--- config.mk ---
export PLATFORM = sky130hd
export DESIGN_NAME = bp_network_flit_arbiter_flat
export DESIGN_NICKNAME = d
export VERILOG_FILES = /design/src/rtl/bp_network_flit_arbiter_pkg.sv /design/src/rtl/bp_network_flit_arbiter_if.sv /design/src/rtl/bp_network_flit_arbiter_rr_pick.sv /design/src/rtl/bp_network_flit_arbiter.sv /design/src/flat_wrapper.sv
export SDC_FILE = /design/constraint.sdc
export NUM_CORES = 1
export LEC_CHECK = 0
export CAP_MARGIN = 20
export CORE_AREA = 2 2 132 134
export CTS_BUF_LIST = sky130_fd_sc_hd__clkbuf_16
export DETAILED_ROUTE_END_ITERATION = 8
export DIE_AREA = 0 0 134 136
export HOLD_SLACK_MARGIN = 0.05
export MAX_ROUTING_LAYER = met4
export PLACE_DENSITY_LB_ADDON = 0.08
export REMOVE_ABC_BUFFERS = 1
export SLEW_MARGIN = 20
export SYNTH_ARGS = -nofsm -noshare
export SYNTH_HDL_FRONTEND = slang
export SYNTH_SLANG_ARGS = --single-unit
--- constraint.sdc ---
create_clock -name clk_i -period 4 [get_ports clk_i]
set_input_delay 0.6 -clock clk_i [delete_from_list [all_inputs] [get_ports clk_i]]
set_output_delay 0.6 -clock clk_i [all_outputs]
set_load 0.05 [all_outputs]
--- src/rtl/bp_network_flit_arbiter_pkg.sv ---
// Shared definitions for the flit arbiter: FSM encoding and the flit-count
// calculation that must agree with the serializer it feeds.
package bp_network_flit_arbiter_pkg;

   typedef enum logic [1:0] {
      ST_IDLE  = 2'd0,
      ST_OFFER = 2'd1,
      ST_DRAIN = 2'd2
   } arb_state_e;

   // Number of flits the serializer emits for one message (header flit included)
   function automatic int num_flits(input int source_w, input int packet_w);
      return source_w / packet_w + 1;
   endfunction

endpackage

--- src/rtl/bp_network_flit_arbiter_if.sv ---
// Bundle of requester-side and serializer-side signals around the flit arbiter.
// The arbiter uses the slave view; the environment (requesters, serializer,
// link monitor) drives it through the master view.
interface bp_network_flit_arbiter_if
   import bp_network_flit_arbiter_pkg::*;
#(
   parameter int num_req_p           = 4,
   parameter int source_data_width_p = 64
);
   localparam int id_width_lp = $clog2(num_req_p);

   logic [num_req_p-1:0]                     req_v_i;
   logic [num_req_p*source_data_width_p-1:0] req_data_i;
   logic [num_req_p-1:0]                     req_ready_o;
   logic                                     ser_v_o;
   logic [source_data_width_p-1:0]           ser_data_o;
   logic                                     ser_ready_i;
   logic                                     flit_v_i;
   logic                                     flit_yumi_i;
   logic [id_width_lp-1:0]                   grant_id_o;
   logic                                     busy_o;

   modport master (
      output req_v_i, req_data_i, ser_ready_i, flit_v_i, flit_yumi_i,
      input  req_ready_o, ser_v_o, ser_data_o, grant_id_o, busy_o
   );

   modport slave (
      input  req_v_i, req_data_i, ser_ready_i, flit_v_i, flit_yumi_i,
      output req_ready_o, ser_v_o, ser_data_o, grant_id_o, busy_o
   );

endinterface

--- src/rtl/bp_network_flit_arbiter_rr_pick.sv ---
// Rotating-priority encoder: returns the first valid requester found when
// searching upward from the one after the last grant, wrapping around.
module bp_network_flit_arbiter_rr_pick
   import bp_network_flit_arbiter_pkg::*;
#(
   parameter  int num_req_p   = 4,
   localparam int id_width_lp = $clog2(num_req_p)
)(
   input  logic [num_req_p-1:0]   i_req_v,
   input  logic [id_width_lp-1:0] i_last_grant,
   output logic [id_width_lp-1:0] o_id,
   output logic                   o_any_v
);

   int w_idx;

   // Walk the requesters in priority order, keeping the first valid one
   always_comb begin
      o_id    = '0;
      o_any_v = 1'b0;
      w_idx   = 0;
      for (int i = 1; i <= num_req_p; i++) begin
         w_idx = (int'(i_last_grant) + i) % num_req_p;
         if (!o_any_v && i_req_v[id_width_lp'(w_idx)]) begin
            o_any_v = 1'b1;
            o_id    = id_width_lp'(w_idx);
         end
      end
   end

endmodule

--- src/rtl/bp_network_flit_arbiter.sv ---
// Round-robin arbiter sharing one serializer between several message sources.
// A grant is held from selection until the last flit of the granted message
// has been taken by the link, so messages never interleave on the wire.
module bp_network_flit_arbiter
   import bp_network_flit_arbiter_pkg::*;
#(
   parameter int num_req_p           = 4,
   parameter int dest_id_width_p     = 4,
   parameter int source_data_width_p = 64,
   parameter int packet_data_width_p = 16
)(
   input  logic                        clk_i,
   input  logic                        reset_n_i,
   bp_network_flit_arbiter_if.slave    bus
);

   localparam int num_flits_lp = num_flits(source_data_width_p, packet_data_width_p);
   localparam int cnt_width_lp = $clog2(num_flits_lp + 1);
   localparam int id_width_lp  = $clog2(num_req_p);
   localparam logic [cnt_width_lp-1:0] last_flit_lp = cnt_width_lp'(num_flits_lp - 1);

   // Reject configurations the arbiter cannot serve; the destination ID has
   // to fit inside the message it is carried in.
   if (num_req_p < 2 || packet_data_width_p < 1 || dest_id_width_p < 1 ||
       dest_id_width_p > source_data_width_p) begin : g_bad_params
      $error("bp_network_flit_arbiter: illegal parameter combination");
   end

   arb_state_e                r_state;
   logic [id_width_lp-1:0]    r_grant;
   logic [id_width_lp-1:0]    r_last_grant;
   logic [cnt_width_lp-1:0]   r_flit_cnt;

   logic [id_width_lp-1:0]    w_pick_id;
   logic                      w_pick_any;
   logic                      w_ser_v;
   logic [num_req_p-1:0]      w_req_ready;
   logic                      w_flit_hs;
   logic [source_data_width_p-1:0] w_req_msg [num_req_p];

   // Unpack the flat request bus into one message per requester
   for (genvar k = 0; k < num_req_p; k++) begin : g_unpack
      assign w_req_msg[k] = bus.req_data_i[k*source_data_width_p +: source_data_width_p];
   end

   bp_network_flit_arbiter_rr_pick #(
      .num_req_p (num_req_p)
   ) u_pick (
      .i_req_v      (bus.req_v_i),
      .i_last_grant (r_last_grant),
      .o_id         (w_pick_id),
      .o_any_v      (w_pick_any)
   );

   assign w_flit_hs = bus.flit_v_i & bus.flit_yumi_i;

   // Only the granted requester is forwarded, and only while offering
   always_comb begin
      w_ser_v     = 1'b0;
      w_req_ready = '0;
      if (r_state == ST_OFFER) begin
         w_ser_v              = bus.req_v_i[r_grant];
         w_req_ready[r_grant] = bus.ser_ready_i;
      end
   end

   // Grant FSM: select in IDLE, hand the message over in OFFER, count flits out in DRAIN
   always_ff @(posedge clk_i or negedge reset_n_i) begin
      if (!reset_n_i) begin
         r_state      <= ST_IDLE;
         r_grant      <= '0;
         r_last_grant <= id_width_lp'(num_req_p - 1);
         r_flit_cnt   <= '0;
      end else begin
         case (r_state)
            ST_IDLE: begin
               if (w_pick_any) begin
                  r_grant <= w_pick_id;
                  r_state <= ST_OFFER;
               end
            end
            ST_OFFER: begin
               // A requester dropping valid here simply stalls the offer
               if (w_ser_v && bus.ser_ready_i) begin
                  r_flit_cnt <= '0;
                  r_state    <= ST_DRAIN;
               end
            end
            ST_DRAIN: begin
               if (w_flit_hs) begin
                  if (r_flit_cnt == last_flit_lp) begin
                     r_flit_cnt   <= '0;
                     r_last_grant <= r_grant;
                     r_state      <= ST_IDLE;
                  end else begin
                     r_flit_cnt <= r_flit_cnt + 1'b1;
                  end
               end
            end
            default: r_state <= ST_IDLE;
         endcase
      end
   end

   assign bus.ser_v_o     = w_ser_v;
   assign bus.ser_data_o  = (r_state == ST_OFFER) ? w_req_msg[r_grant] : '0;
   assign bus.req_ready_o = w_req_ready;
   assign bus.grant_id_o  = r_grant;
   assign bus.busy_o      = (r_state != ST_IDLE);

   // The serializer can only be emitting flits for a message we handed it
   a_flit_only_in_drain : assert property (
      @(posedge clk_i) disable iff (!reset_n_i) bus.flit_v_i |-> (r_state == ST_DRAIN)
   );

endmodule

--- src/flat_wrapper.sv ---
// flat-port wrapper written by rule: the top's interface ports become plain ports
module bp_network_flit_arbiter_flat import bp_network_flit_arbiter_pkg::*;
#(
   parameter int num_req_p           = 4,
   parameter int dest_id_width_p     = 4,
   parameter int source_data_width_p = 64,
   parameter int packet_data_width_p = 16
)
  (clk_i, reset_n_i, bus_req_v_i, bus_req_data_i, bus_ser_ready_i, bus_flit_v_i, bus_flit_yumi_i, bus_req_ready_o, bus_ser_v_o, bus_ser_data_o, bus_grant_id_o, bus_busy_o);
  bp_network_flit_arbiter_if #(.num_req_p(num_req_p), .source_data_width_p(source_data_width_p)) bus_i ();
  input  logic clk_i;
  input  logic reset_n_i;
  input wire logic [$bits(bus_i.req_v_i)-1:0] bus_req_v_i;
  input wire logic [$bits(bus_i.req_data_i)-1:0] bus_req_data_i;
  input wire logic [$bits(bus_i.ser_ready_i)-1:0] bus_ser_ready_i;
  input wire logic [$bits(bus_i.flit_v_i)-1:0] bus_flit_v_i;
  input wire logic [$bits(bus_i.flit_yumi_i)-1:0] bus_flit_yumi_i;
  output wire logic [$bits(bus_i.req_ready_o)-1:0] bus_req_ready_o;
  output wire logic [$bits(bus_i.ser_v_o)-1:0] bus_ser_v_o;
  output wire logic [$bits(bus_i.ser_data_o)-1:0] bus_ser_data_o;
  output wire logic [$bits(bus_i.grant_id_o)-1:0] bus_grant_id_o;
  output wire logic [$bits(bus_i.busy_o)-1:0] bus_busy_o;
  assign bus_i.req_v_i = bus_req_v_i;
  assign bus_i.req_data_i = bus_req_data_i;
  assign bus_i.ser_ready_i = bus_ser_ready_i;
  assign bus_i.flit_v_i = bus_flit_v_i;
  assign bus_i.flit_yumi_i = bus_flit_yumi_i;
  assign bus_req_ready_o = bus_i.req_ready_o;
  assign bus_ser_v_o = bus_i.ser_v_o;
  assign bus_ser_data_o = bus_i.ser_data_o;
  assign bus_grant_id_o = bus_i.grant_id_o;
  assign bus_busy_o = bus_i.busy_o;
  bp_network_flit_arbiter #(.num_req_p(num_req_p), .dest_id_width_p(dest_id_width_p), .source_data_width_p(source_data_width_p), .packet_data_width_p(packet_data_width_p)) u_core (.clk_i(clk_i), .reset_n_i(reset_n_i), .bus(bus_i));
endmodule
==> run metrics, run 1 <==
status finished, final reports clean; worst-path cell chain buf_4, mux4_2, and2_1, clkdlybuf4s50_1; initial DRC count 79; crit path to bus_ser_data_o[51]; fmax 293 MHz; initial antenna violation count 2; placed cells 761; via count ~3.3k; final setup fails 0; CTS Buffer Depth 2; Die Area 18200 µm²; sequential area share after synthesis 0.0883; RSZ-0062 raised after global routing no; Gate Count Post-Synth 216; CP max-delay cell dfrtp_4; Post-synth EDFFs 0; pin count of the biggest net entering global routing 44; vias in the first global route 3532; mean post-synth cell area 11.9 µm²; Routability Congestion 0.839; Syn-to-layout area delta 144%; insertion delay to the later sink of the worst-skew pair 0.23 ns; WL final between 15000 and 20000 µm; DRT Pass-1 Iters 4; buffer count from post-CTS setup fixing 0; HPWL Detailed ~14000 µm; Num Clock Sinks 9; Mapped Area around 2600 µm²; R2R depth 4; GRT overflow 0; Final ANT Viol Nets 0; DP Worst Slack between 0.7 and 0.8 ns; max-slew violation count 0; GRT Total Usage 0.176; Max VDD drop between 0.4 and 0.5 mV; fin area 6290 µm²; fraction of layout cells with a size suffix above 1 0.157; DP Area 6200 µm²; final number of hold-violating endpoints 0; WP buf/inv 2; PD cells 714 nW/µm²; Layout Skew approximately 0.0011 ns; final cell count without fillers 767; critical register-to-register path startpoint u_core.bus.grant_id_o[0]; detailed-route wire length per cell 21.3 µm; I/O Buffers 336; Ports 337; core area 16900 µm²; hold crit path type register to register; total CTS buffers 3; Clock transition at path regs 0.04 ns; CP top delay family buffers and inverters; CP Data Required Time ~3.4 ns; Leak Pwr 2.24 nW; Levels on crit path 4; first-pass GRT wire length around 23000 µm; Final period util 0.853; slowest cell delay on critical path 0.88 ns; Crit Path Max Fanout 36; Die X 134 µm; yosys warns 0; Die Y 136 µm; Tot Pwr 4.49 mW; critical path type register to primary output; reg-to-reg critical path endpoint u_core.r_flit_cnt[0]; hold_buf cts 0; Final Critical Period around 3.4 ns; H-tree depth 1; post-synthesis register bit count 9; setup TNS 0 ns; post-DR vias/cell 4.28; number of cell rows 48; CTS tree done; slew at the pin closest to its max-slew limit 0.769 ns; CTS Root Cell clkbuf_16; reg-to-reg setup timing slack slightly below 2 ns; Setup crit start u_core.bus.grant_id_o[0]; Synth Flop Type dfrtp_1; Setup crit start kind register; post-cts resize count 0; Critical Path Sink Type primary output; Synth cell types 41; Post-route DRC 0; Net count, final 808; Max-slew headroom 0.483; final worst slack 0.586 ns; CP arrival 2.81 ns; ys async rst share 1.00; Initial Utilization 0.153; number of max-cap violations 0
-- Yosys cell counts, types with 2 or more instances --
library cell	instances	share of area
mux4_2	65	0.57
nor3_1	3	0.0058
nor2_1	6	0.0087
nor2b_1	2	0.0049
inv_1	4	0.0058
buf_2	9	0.017
nand2_1	4	0.0058
and2_1	65	0.16
mux2i_1	3	0.012
dfstp_2	2	0.020
nand3_1	3	0.0058
nand2b_1	2	0.0049
dfrtp_1	7	0.068
ha_1	2	0.0097
clkbuf_1	13	0.019
-- registers in the layout, summed over array words and instances (netlist names) --
| register | cells |
|---|---|
| u_core.r_last_grant | 2 |
| u_core.r_state | 2 |
| u_core.bus.grant_id_o | 2 |
| u_core.r_flit_cnt | 3 |
-- worst min path at each step --
stage                      start                       end  slack, ns  cells past startpoint
2_1_floorplan          reset_n_i  u_core.bus.grant_id_o[0]       0.30                      0
3_3_place_gp   u_core.r_state[1]         u_core.r_state[0]       0.51                      1
3_5_place_dp   u_core.r_state[1]         u_core.r_state[0]       0.53                      1
4_1_cts        u_core.r_state[1]         u_core.r_state[0]       0.54                      1
5_1_grt        u_core.r_state[1]         u_core.r_state[0]       0.57                      1
6_report       u_core.r_state[1]         u_core.r_state[0]       0.53                      1
-- metal layers --
layer  wire length (µm)  vias up  GRT usage
li1                   -     1516          -
met1               6220     1604      0.194
met2               8670      159      0.329
met3               1360        7     0.0477
met4                 74        0     0.0136
met5                  0        -          -
-- cells by family after synthesis --
| kind of cell | Yosys count | share of synthesized area |
|---|---|---|
| fa+ha+maj | 2 | 0.00971 |
| simple gates | 96 | 0.226 |
| flops | 9 | 0.0884 |
| compound gates | 11 | 0.0383 |
| buf+inv | 28 | 0.0495 |
| mux | 70 | 0.588 |
-- where the power goes --
| group | internal [mW] | switching, mW | total [mW] |
|---|---|---|---|
| logic | 1.72 | 2.29 | 4.01 |
| clock network | 0.131 | 0.0432 | 0.174 |
| registers | 0.120 | 0.187 | 0.306 |
-- layout make-up --
cell class | instances | area [µm²]
Inverter | 4 | 15.0
Clock buffer | 3 | 75.1
Antenna cell | 2 | 5.00
Timing Repair Buffer | 344 | 3450
Sequential cell | 9 | 235
Clock inverter | 1 | 3.75
Multi-Input combinational cell | 179 | 2220
Tap cell | 225 | 282
Fill cell | 1685 | 10600
-- through the flow --
stage / util / hold slack [ns]
6_report: 0.373 / 0.534
5_1_grt: 0.373 / 0.569
4_1_cts: 0.372 / 0.538
3_5_place_dp: 0.368 / 0.529
3_3_place_gp: 0.368 / 0.512
2_1_floorplan: - / 0.304
-- cell usage in the layout, fill, tap and decap left out, types with 2 or more instances in the layout --
cell type        count
buf_4                6
buf_12               2
dfstp_2              2
ha_1                 2
nand3_1              3
mux2i_1              3
clkdlybuf4s50_1    336
clkbuf_16            3
nor2_1               6
inv_1                5
mux4_2              65
dfrtp_4              2
nor2b_1              2
nand2_1              4
and2_1              65
dfrtp_1              5
diode_2              2
nor3_1               3
nand2b_1             2
Power figures use the tool's default switching activity.
==> run 2: changes to the inputs <==
- MAX_ROUTING_LAYER: met4 -> default
- PLACE_DENSITY: default -> 0.63
- PLACE_DENSITY_LB_ADDON: 0.08 -> default
==> run 2 against run 1 <==
  * Flip-flop and latch count stayed put
  * Sequential share of layout area about the same
  * Clock power barely moved
  * Critical path type unchanged
  * Largest cell class unchanged
==> run metrics, run 2 (same netlist as run 1, synthesis figures left out) <==
Final Critical Period 3.32 ns (-0.0900 ns); Clock transition at path regs 0.04 ns (about the same); Fillers 1658 (-1.6%); Setup crit start kind register; HPWL Detailed 11800 µm (-15%); most frequent cells in the layout clkdlybuf4s50_1 (336), mux4_2 (65), and2_1 (65); Initial Utilization 0.153 (unchanged); GRT Total Usage 0.144 (-0.0315); initial antenna violation count 1 (-1); Net count, final 807 (-0.12%); core area 16900 µm² (unchanged); final core occ 0.373 (about the same); vias in the first global route 3739 (+5.9%); crit path to bus_ser_data_o[4]; post-cts resize count 0 (unchanged); initial DRC count 126 (+59%); first-pass GRT wire length 20300 µm (-13%); H-tree depth 1 (unchanged); max-slew violation count 0 (unchanged); Num Clock Sinks 9 (unchanged); final cell count without fillers 766 (-0.13%); Crit Path Max Fanout 26 (-28%); Routability Congestion 0.908 (+8.2%); DP Area 6210 µm² (about the same); Syn-to-layout area delta 144% (about the same); critical register-to-register path startpoint u_core.bus.grant_id_o[1]; DP Worst Slack 0.820 ns (+0.0655 ns); Critical Path Sink Type primary output; total CTS buffers 3 (unchanged); fmax 301 MHz (+2.7%); WL final 13700 µm (-16%); Final period util 0.831 (-0.0225); Leak Pwr 2.23 nW (-0.15%); fin area 6290 µm² (about the same); detailed-route wire length per cell 17.9 µm (-16%); via count 3350 (+1.9%); pin count of the biggest net entering global routing 45 (+2.3%); setup TNS 0 ns (unchanged); CTS Buffer Depth 2 (unchanged); CTS tree done; RSZ-0062 raised after global routing no; number of flip-flops in the largest register 3 (unchanged); buffer count from post-CTS setup fixing 0 (unchanged); final worst slack 0.676 ns (+0.0900 ns); R2R depth 3 (-1); GRT overflow 0 (unchanged); PD cells 706 nW/µm² (-1.0%); largest reg by FF count u_core.r_flit_cnt; Multi-input gate area 2220 µm² (unchanged); post-DR vias/cell 4.37 (+2.1%); Min Hold Slack 0.528 ns (-0.00614 ns); Max-slew headroom 0.493 (+0.00989); reg-to-reg setup timing slack 1.95 ns (+0.02 ns); CP arrival 2.72 ns (-0.09 ns); Die Area 18200 µm² (unchanged); DRT Pass-1 Iters 4 (unchanged); status finished, final reports clean; number of max-cap violations 0 (unchanged); slew at the pin closest to its max-slew limit 0.761 ns (-0.00774 ns); I/O Buffers 336 (unchanged); insertion delay to the later sink of the worst-skew pair 0.24 ns (about the same); final setup fails 0 (unchanged); Setup crit start u_core.bus.grant_id_o[0]; Tot Pwr 4.44 mW (-0.97%); Sequential Area 233 µm² (-1.1%); Ports 337 (unchanged); number of cell rows 48 (unchanged); critical path type register to primary output; HP Start u_core.r_state[1]; final number of hold-violating endpoints 0 (unchanged); hold crit path type register to register; fraction of layout cells with a size suffix above 1 0.158 (+0.000292); most common cell after layout, fill and taps aside clkdlybuf4s50_1; hold_buf cts 0 (unchanged); CP Data Required Time 3.40 ns (about the same); CTS Root Cell clkbuf_16; Max VDD drop 0.368 mV (-19%); Final ANT Viol Nets 0 (unchanged); Die Y 136 µm (unchanged); Layout Skew 0.00192 ns (+0.000799 ns); reg-to-reg critical path endpoint u_core.r_flit_cnt[0]; Die X 134 µm (unchanged); Post-route DRC 0 (unchanged); placed cells 760 (-0.13%)
## run 2: cell count changes in the layout (fill, tap and decap cells not counted)
| cell | change |
|---|---|
| inv_1 | -1 |
| dfrtp_2 | +1 |
| buf_12 | +1 |
| buf_4 | -2 |
| clkinv_2 | +1 |
| dfrtp_4 | -1 |
## run 2: layer usage
| layer | share of wire | global-route usage | vias up |
|---|---|---|---|
| met1 | 0.36 | 0.156 | 1623 |
| met3 | 0.087 | 0.0377 | 23 |
| li1 | - | - | 1510 |
| met5 | 0 | 0 | - |
| met4 | 0.026 | 0.0491 | 0 |
| met2 | 0.52 | 0.271 | 194 |
## run 2: cell type report
class | count | area share
timing repair buffer | 343 | 0.549
antenna | 2 | 0.000796
sequential | 9 | 0.0370
tap | 225 | 0.0447
multi-input combinational | 179 | 0.353
clock buffer | 3 | 0.0119
inverter | 4 | 0.00239
clock inverter | 1 | 0.000796
## run 2: how the worst min path moves through the flow
stage / to / slack, ns / depth (start not counted)
CTS: u_core.r_state[0] / 0.52 / 1
finish: u_core.r_state[0] / 0.53 / 1
detailed placement: u_core.r_state[0] / 0.51 / 1
floorplan: u_core.bus.grant_id_o[0] / 0.30 / 0
global route: u_core.r_state[0] / 0.57 / 1
global placement: u_core.r_state[0] / 0.50 / 1
## run 2: report_power, final
group | internal, mW | total, mW | switching, mW
Sequential | 0.118 | 0.254 | 0.136
Combinational | 1.73 | 4.01 | 2.28
Clock | 0.132 | 0.176 | 0.0440
Total | 1.98 | 4.44 | 2.46
## run 2: worst max-delay path, cell delays in order (launching register included)
cell and delay [ns]:
dfrtp_4 0.73, buf_4 0.33, mux4_2 0.52, and2_1 0.17, clkdlybuf4s50_1 0.71
